$ cat src/rtl/fir_coeff_seq_ctrl.sv
// fir_coeff_seq_ctrl: per-sample coefficient read bursts plus host bank rewrites for the FIR filter.
module fir_coeff_seq_ctrl #(
  parameter int NUM_TAP = 10,
  parameter int TAP_W = 4,
  parameter int BANK_W = 2,
  parameter int DATA_W = 16,
  parameter int IN_W = 3,
  parameter logic [TAP_W-1:0] END_ADDR = 4'hB
) (
  input  logic                    iClk12M,
  input  logic                    iRsn,
  input  logic                    iEnSample600k,
  input  logic [IN_W-1:0]         iSample,
  input  logic [BANK_W-1:0]       iRdBank,
  input  logic                    iUpdReq,
  input  logic [BANK_W-1:0]       iUpdBank,
  input  logic                    iUpdValid,
  input  logic [DATA_W-1:0]       iUpdData,
  output logic                    oUpdAck,
  output logic                    oUpdReady,
  output logic                    oUpdDone,
  output logic                    oCoeffUpdateFlag,
  output logic                    oMemRdFlag,
  output logic [BANK_W+TAP_W-1:0] oAddrRam,
  output logic [DATA_W-1:0]       oWtDtRam,
  output logic [IN_W-1:0]         oFirIn,
  output logic                    oBusy,
  output logic                    oSampleMiss
);
  typedef enum logic [2:0] {IDLE, RD_START, RD_TAP, RD_END, WR_START, WR_DATA, WR_END} state_t;
  localparam logic [TAP_W-1:0] LAST = TAP_W'(NUM_TAP - 1);
  localparam logic [TAP_W-1:0] T0 = '0;
  state_t state, state_d;
  logic [TAP_W-1:0] tap, tap_d;
  logic [BANK_W-1:0] rd_bank, rd_bank_d, upd_bank, upd_bank_d;
  logic pend, pend_d, go_rd, start_rd;
  logic [IN_W-1:0] samp, samp_d, fir_d;
  logic ack_d, ready_d, done_d, cu_d, rd_d, busy_d, miss_d;
  logic [BANK_W+TAP_W-1:0] addr_d;
  logic [DATA_W-1:0] wd_d;
  assign go_rd = pend | iEnSample600k;
  // Outputs are computed for the next state and registered, so they line up with the state register.
  always_comb begin
    state_d = state;
    tap_d = tap;
    rd_bank_d = rd_bank;
    upd_bank_d = upd_bank;
    pend_d = pend | iEnSample600k;
    samp_d = iEnSample600k ? iSample : samp;
    miss_d = iEnSample600k & pend;
    start_rd = 1'b0;
    ack_d = 1'b0;
    ready_d = 1'b0;
    done_d = 1'b0;
    cu_d = 1'b0;
    rd_d = 1'b0;
    addr_d = '0;
    wd_d = '0;
    fir_d = '0;
    case (state)
      IDLE: begin
        if (go_rd) start_rd = 1'b1;
        else if (iUpdReq) begin
          state_d = WR_START;
          ack_d = 1'b1;
          cu_d = 1'b1;
          upd_bank_d = iUpdBank;
          addr_d = {iUpdBank, T0};
          tap_d = T0;
        end
      end
      RD_START: begin
        state_d = RD_TAP;
        rd_d = 1'b1;
        addr_d = {rd_bank, T0};
      end
      RD_TAP: begin
        rd_d = tap != LAST;
        state_d = tap == LAST ? RD_END : RD_TAP;
        tap_d = tap == LAST ? T0 : tap + 1'b1;
        addr_d = {rd_bank, tap_d};
      end
      RD_END: state_d = IDLE;
      WR_START: begin
        state_d = WR_DATA;
        cu_d = 1'b1;
        ready_d = 1'b1;
        addr_d = oAddrRam;
      end
      WR_DATA: begin
        cu_d = 1'b1;
        ready_d = 1'b1;
        addr_d = oAddrRam;
        wd_d = oWtDtRam;
        if (iUpdValid & oUpdReady) begin
          addr_d = {upd_bank, tap};
          wd_d = iUpdData;
          ready_d = tap != LAST;
          state_d = tap == LAST ? WR_END : WR_DATA;
          tap_d = tap == LAST ? T0 : tap + 1'b1;
        end
      end
      WR_END: begin
        if (tap == T0) begin
          cu_d = 1'b1;
          addr_d = {upd_bank, END_ADDR};
          tap_d = TAP_W'(1);
        end else begin
          done_d = 1'b1;
          tap_d = T0;
          state_d = IDLE;
          start_rd = go_rd;
        end
      end
      default: state_d = IDLE;
    endcase
    // A sample held off by a write is served straight out of the write tail.
    if (start_rd) begin
      state_d = RD_START;
      pend_d = 1'b0;
      rd_d = 1'b1;
      fir_d = samp_d;
      rd_bank_d = iRdBank;
      addr_d = {iRdBank, T0};
      tap_d = T0;
    end
    busy_d = state_d != IDLE;
  end
  always_ff @(posedge iClk12M or negedge iRsn) begin
    if (!iRsn) begin
      state <= IDLE;
      tap <= '0;
      rd_bank <= '0;
      upd_bank <= '0;
      pend <= 1'b0;
      samp <= '0;
      oUpdAck <= 1'b0;
      oUpdReady <= 1'b0;
      oUpdDone <= 1'b0;
      oCoeffUpdateFlag <= 1'b0;
      oMemRdFlag <= 1'b0;
      oAddrRam <= '0;
      oWtDtRam <= '0;
      oFirIn <= '0;
      oBusy <= 1'b0;
      oSampleMiss <= 1'b0;
    end else begin
      state <= state_d;
      tap <= tap_d;
      rd_bank <= rd_bank_d;
      upd_bank <= upd_bank_d;
      pend <= pend_d;
      samp <= samp_d;
      oUpdAck <= ack_d;
      oUpdReady <= ready_d;
      oUpdDone <= done_d;
      oCoeffUpdateFlag <= cu_d;
      oMemRdFlag <= rd_d;
      oAddrRam <= addr_d;
      oWtDtRam <= wd_d;
      oFirIn <= fir_d;
      oBusy <= busy_d;
      oSampleMiss <= miss_d;
    end
  end
endmodule
$ cat config.mk
export PLATFORM = sky130hd
export DESIGN_NAME = fir_coeff_seq_ctrl
export DESIGN_NICKNAME = d
export VERILOG_FILES = /design/src/rtl/fir_coeff_seq_ctrl.sv
export SDC_FILE = /design/constraint.sdc
export NUM_CORES = 1
export LEC_CHECK = 0
export BUFFER_PORTS_ARGS = -buffer_cell sky130_fd_sc_hd__buf_2
export CORE_AREA = 3 3 73 75
export CTS_CLUSTER_DIAMETER = 60
export DETAILED_ROUTE_END_ITERATION = 8
export DIE_AREA = 0 0 76 78
export PLACE_DENSITY = 0.73
export SLEW_MARGIN = 20
export SYNTH_ARGS = -nofsm -noshare
export SYNTH_HDL_FRONTEND = slang
export SYNTH_SLANG_ARGS = --single-unit
$ cat constraint.sdc
create_clock -name iClk12M -period 2.1 [get_ports iClk12M]
set_clock_uncertainty 0.15 [all_clocks]
set_input_delay 0.105 -clock iClk12M [delete_from_list [all_inputs] [get_ports iClk12M]]
set_output_delay 0.105 -clock iClk12M [all_outputs]
set_load 0.005 [all_outputs]
==> flow_summary.toml <==
[power]
p_per_area_nw_per_um2 = 1080
combinationalPowerShare_pct = 41.7
power.leakage_nw = 1.47
ir_worst_vdd_v = 0.000597
seqPwrFrac_pct = 37.9
switching_power_w = 0.00113
p_sw_share_pct = 35.3
clockPowerShare_pct = 20.4
p_int_w = 0.00208

[setup_path]
worst_path_max_delay_cell = "or4_1"
critPathCaptureType = "flop"
crit_type = "reg2reg"
start_kind = "flop"
slowest_delay_ns = 0.51
crit_required_ns = 2.13
cp.arrival_ns = 2.06
cp_cell_sequence = "inv_2 -> ha_2 -> nor3b_2 -> and3_4 -> a211o_1 -> or4_1"
critPathMaxFanout = 6

[timing]
period_needed_ns = 2.03
post-route-period-util_pct = 96.6
finalSetupTns_ns = 0
finalSetupViolations = 0
rsz0062_at_grt = "no"
slew_headroom_pct = 77.6
fmax_ghz = 0.493
worst_pin_slew_ns = 0.333
slew_viol_final = 0
hold_violations = 0

[logic_synthesis]
synth-edff-count = 0
synth-main-ff-cell = "dfrtp_1"
ys_async_sr_fraction_pct = 100
synth_area_leaders = "dfrtp_1 (55%), nand2_1 (8.0%), a21oi_1 (4.6%)"
syn_inst = 219
syn_avg_cell_area_um2 = 9.83
synth_seq_cells = 47
yosysTopAreaCell = "dfrtp_1"
yosysWarnings = 0
ys_seq_area_share_pct = 54.6
synth_cell_types = 42
postSynthNetCount = 250
synth_area_um2 = 2150
synth_top_area_share_pct = 54.6

[flow_run]
timing.max_cap.violations = 0

[floorplan]
die-area_um2 = 5930
placementRows = 25
die_height_um = 78
start_util_pct = 45.6
design.core.area_um2 = 4720
die_w_um = 76
ios = 60

[global_routing]
overflow = 0
grt.total_usage_pct = 19.1
grt_max_degree = 48
antenna_found_initial = 0
grt_pass1_vias = 1978
grt_pass1_wl_um = 9250

[layout]
stdcell_count = 384
antenna_cells = 0
area_delta_synth_final_pct = 38.8
final_util_pct = 63.3
fin_nets = 347
drive_above_1_share_pct = 30.6

[route]
drt_iter0_markers = 152
vias_per_cell = 5.07
postRouteAntennaNets = 0
remaining_drc_errors = 0
dr.pass1.iters = 4
wl_um = 5220
via_count = 1948
wl_per_cell_um = 13.6

[clocking]
clk_latency_ns = 0.30
clock-sinks = 47
postCtsSetupBuffers = 0
cts_htree_levels = 2
clk_root_buffer_cell = "clkbuf_8"
cts_tree = "done"
clock_path_buffers = 2
clkTransAtPathRegs_ns = 0.09
cts_made_buffers = 5

[placed_design]
place_hpwl_um = 3540
place_inst = 350
routabilityCongestion = 0.927
port_buffers = 59

[worst_hold_path]
hold_class = "in2reg"

[run_status]
status = "finished, final reports clean"
==> final timing paths <==
kind                            cells past startpoint                      end                     from  slack (ns)
worst min register to register                      2  oAddrRam[1]$_DFFE_PN0P_  oAddrRam[1]$_DFFE_PN0P_        0.33
worst max-delay path                                6          oBusy$_DFF_PN0_       tap[0]$_DFFE_PN0P_        0.07
worst min-delay path                                3        oUpdAck$_DFF_PN0_                  iUpdReq        0.04
max in group asynchronous                           3       tap[0]$_DFFE_PN0P_                     iRsn        1.41
min in group asynchronous                           3      oFirIn[0]$_DFF_PN0_                     iRsn        0.17
worst max register to register                      6          oBusy$_DFF_PN0_       tap[0]$_DFFE_PN0P_        0.07
==> critical path, delay by kind of cell, from the launching register on <==
| kind | cells | cell delay [ns] |
|---|---|---|
| and+or+nand+nor | 3 | 0.86 |
| DFF | 1 | 0.43 |
| AOI/OAI and AO/OA | 1 | 0.24 |
| adders and majority gates | 1 | 0.18 |
| buffers and inverters | 1 | 0.05 |
==> layer usage <==
layer | routed length (µm) | vias up | share of wire, % | track usage, %
li1 | - | 952 | - | -
met1 | 2350 | 924 | 45 | 24.8
met2 | 2510 | 60 | 48 | 32.4
met3 | 268 | 12 | 5.1 | 4.18
met4 | 93 | 0 | 1.8 | 5.62
met5 | 0 | - | 0 | 0
==> state kept, by name (all words and copies together) (netlist names), 2 cells and up <==
signal    cells
tap           4
upd_bank      2
oAddrRam      6
rd_bank       2
oFirIn        3
oWtDtRam     16
samp          3
state         3
==> metrics by stage <==
step	setup WS (ns)	cell area [µm²]	hold slack (ns)	total power, W
CTS	0.0328	2990	0.0646	0.00323
global route	0.00641	2990	0.0457	0.00345
global placement	0.0807	2610	-0.0426	0.00251
finish	0.0712	2990	0.0404	0.00321
detailed placement	0.0584	2610	-0.0403	0.00252
floorplan	0.00957	2160	-0.341	0.00206
==> cells by family after synthesis <==
| group | after synthesis | synth area share [%] |
|---|---|---|
| buf+inv | 18 | 4.01 |
| simple gates | 90 | 21.1 |
| xor+xnor | 2 | 0.814 |
| flops | 47 | 54.6 |
| mux | 4 | 2.09 |
| compound gates | 55 | 15.6 |
| fa+ha+maj | 3 | 1.74 |
==> power groups by stage <==
stage	Combinational [W]	Clock [W]	Sequential (W)
6_report	0.00134	0.000655	0.00122
5_1_grt	0.00149	0.000707	0.00125
4_1_cts	0.00134	0.000678	0.00122
3_5_place_dp	0.00129	0	0.00123
3_3_place_gp	0.00128	0	0.00123
2_1_floorplan	0.000835	0	0.00123
==> layout make-up <==
| type | count | area [µm²] |
|---|---|---|
| clock inverter | 3 | 43.8 |
| inverter | 7 | 26.3 |
| tap | 67 | 83.8 |
| clock buffer | 5 | 68.8 |
| multi-input combinational | 154 | 901 |
| fill | 391 | 1730 |
| sequential | 47 | 1180 |
| timing repair buffer | 101 | 688 |
==> cells in the mapped netlist, types with 4 or more instances <==
cell type,count
dfrtp_1,47
nand2_1,46
a21oi_1,20
nor2_1,11
o21ai_0,11
inv_1,7
and2_1,6
a211o_1,5
clkbuf_1,5
a211oi_1,4
mux2_2,4
nand3_1,4
o21ai_1,4
==> cells in the final DEF, fill, tap and decap left out, types with 2 or more instances in the layout <==
cell type	count
a211o_1	5
a211oi_1	4
a21oi_1	20
a221oi_1	2
a22oi_1	3
and2_1	6
and3_1	2
and3b_1	2
buf_2	59
buf_4	15
clkbuf_8	5
dfrtp_1	46
dlygate4sd3_1	26
ha_1	2
inv_1	6
mux2_2	4
nand2_1	46
nand2b_1	2
nand3_1	4
nand3b_1	3
nor2_1	10
o21ai_0	11
o21ai_1	4
or4_1	2
xnor2_1	2
==> repair_timing <==
| item | 4_1_cts | 5_1_grt |
|---|---|---|
| setup endpoints to repair | 0 | 2 |
| hold endpoints to repair | 73 | 0 |
| gates resized for setup | 0 | 2 |
| hold buffers | 26 | 0 |
Note: power is estimated with default switching activity, not from simulation.
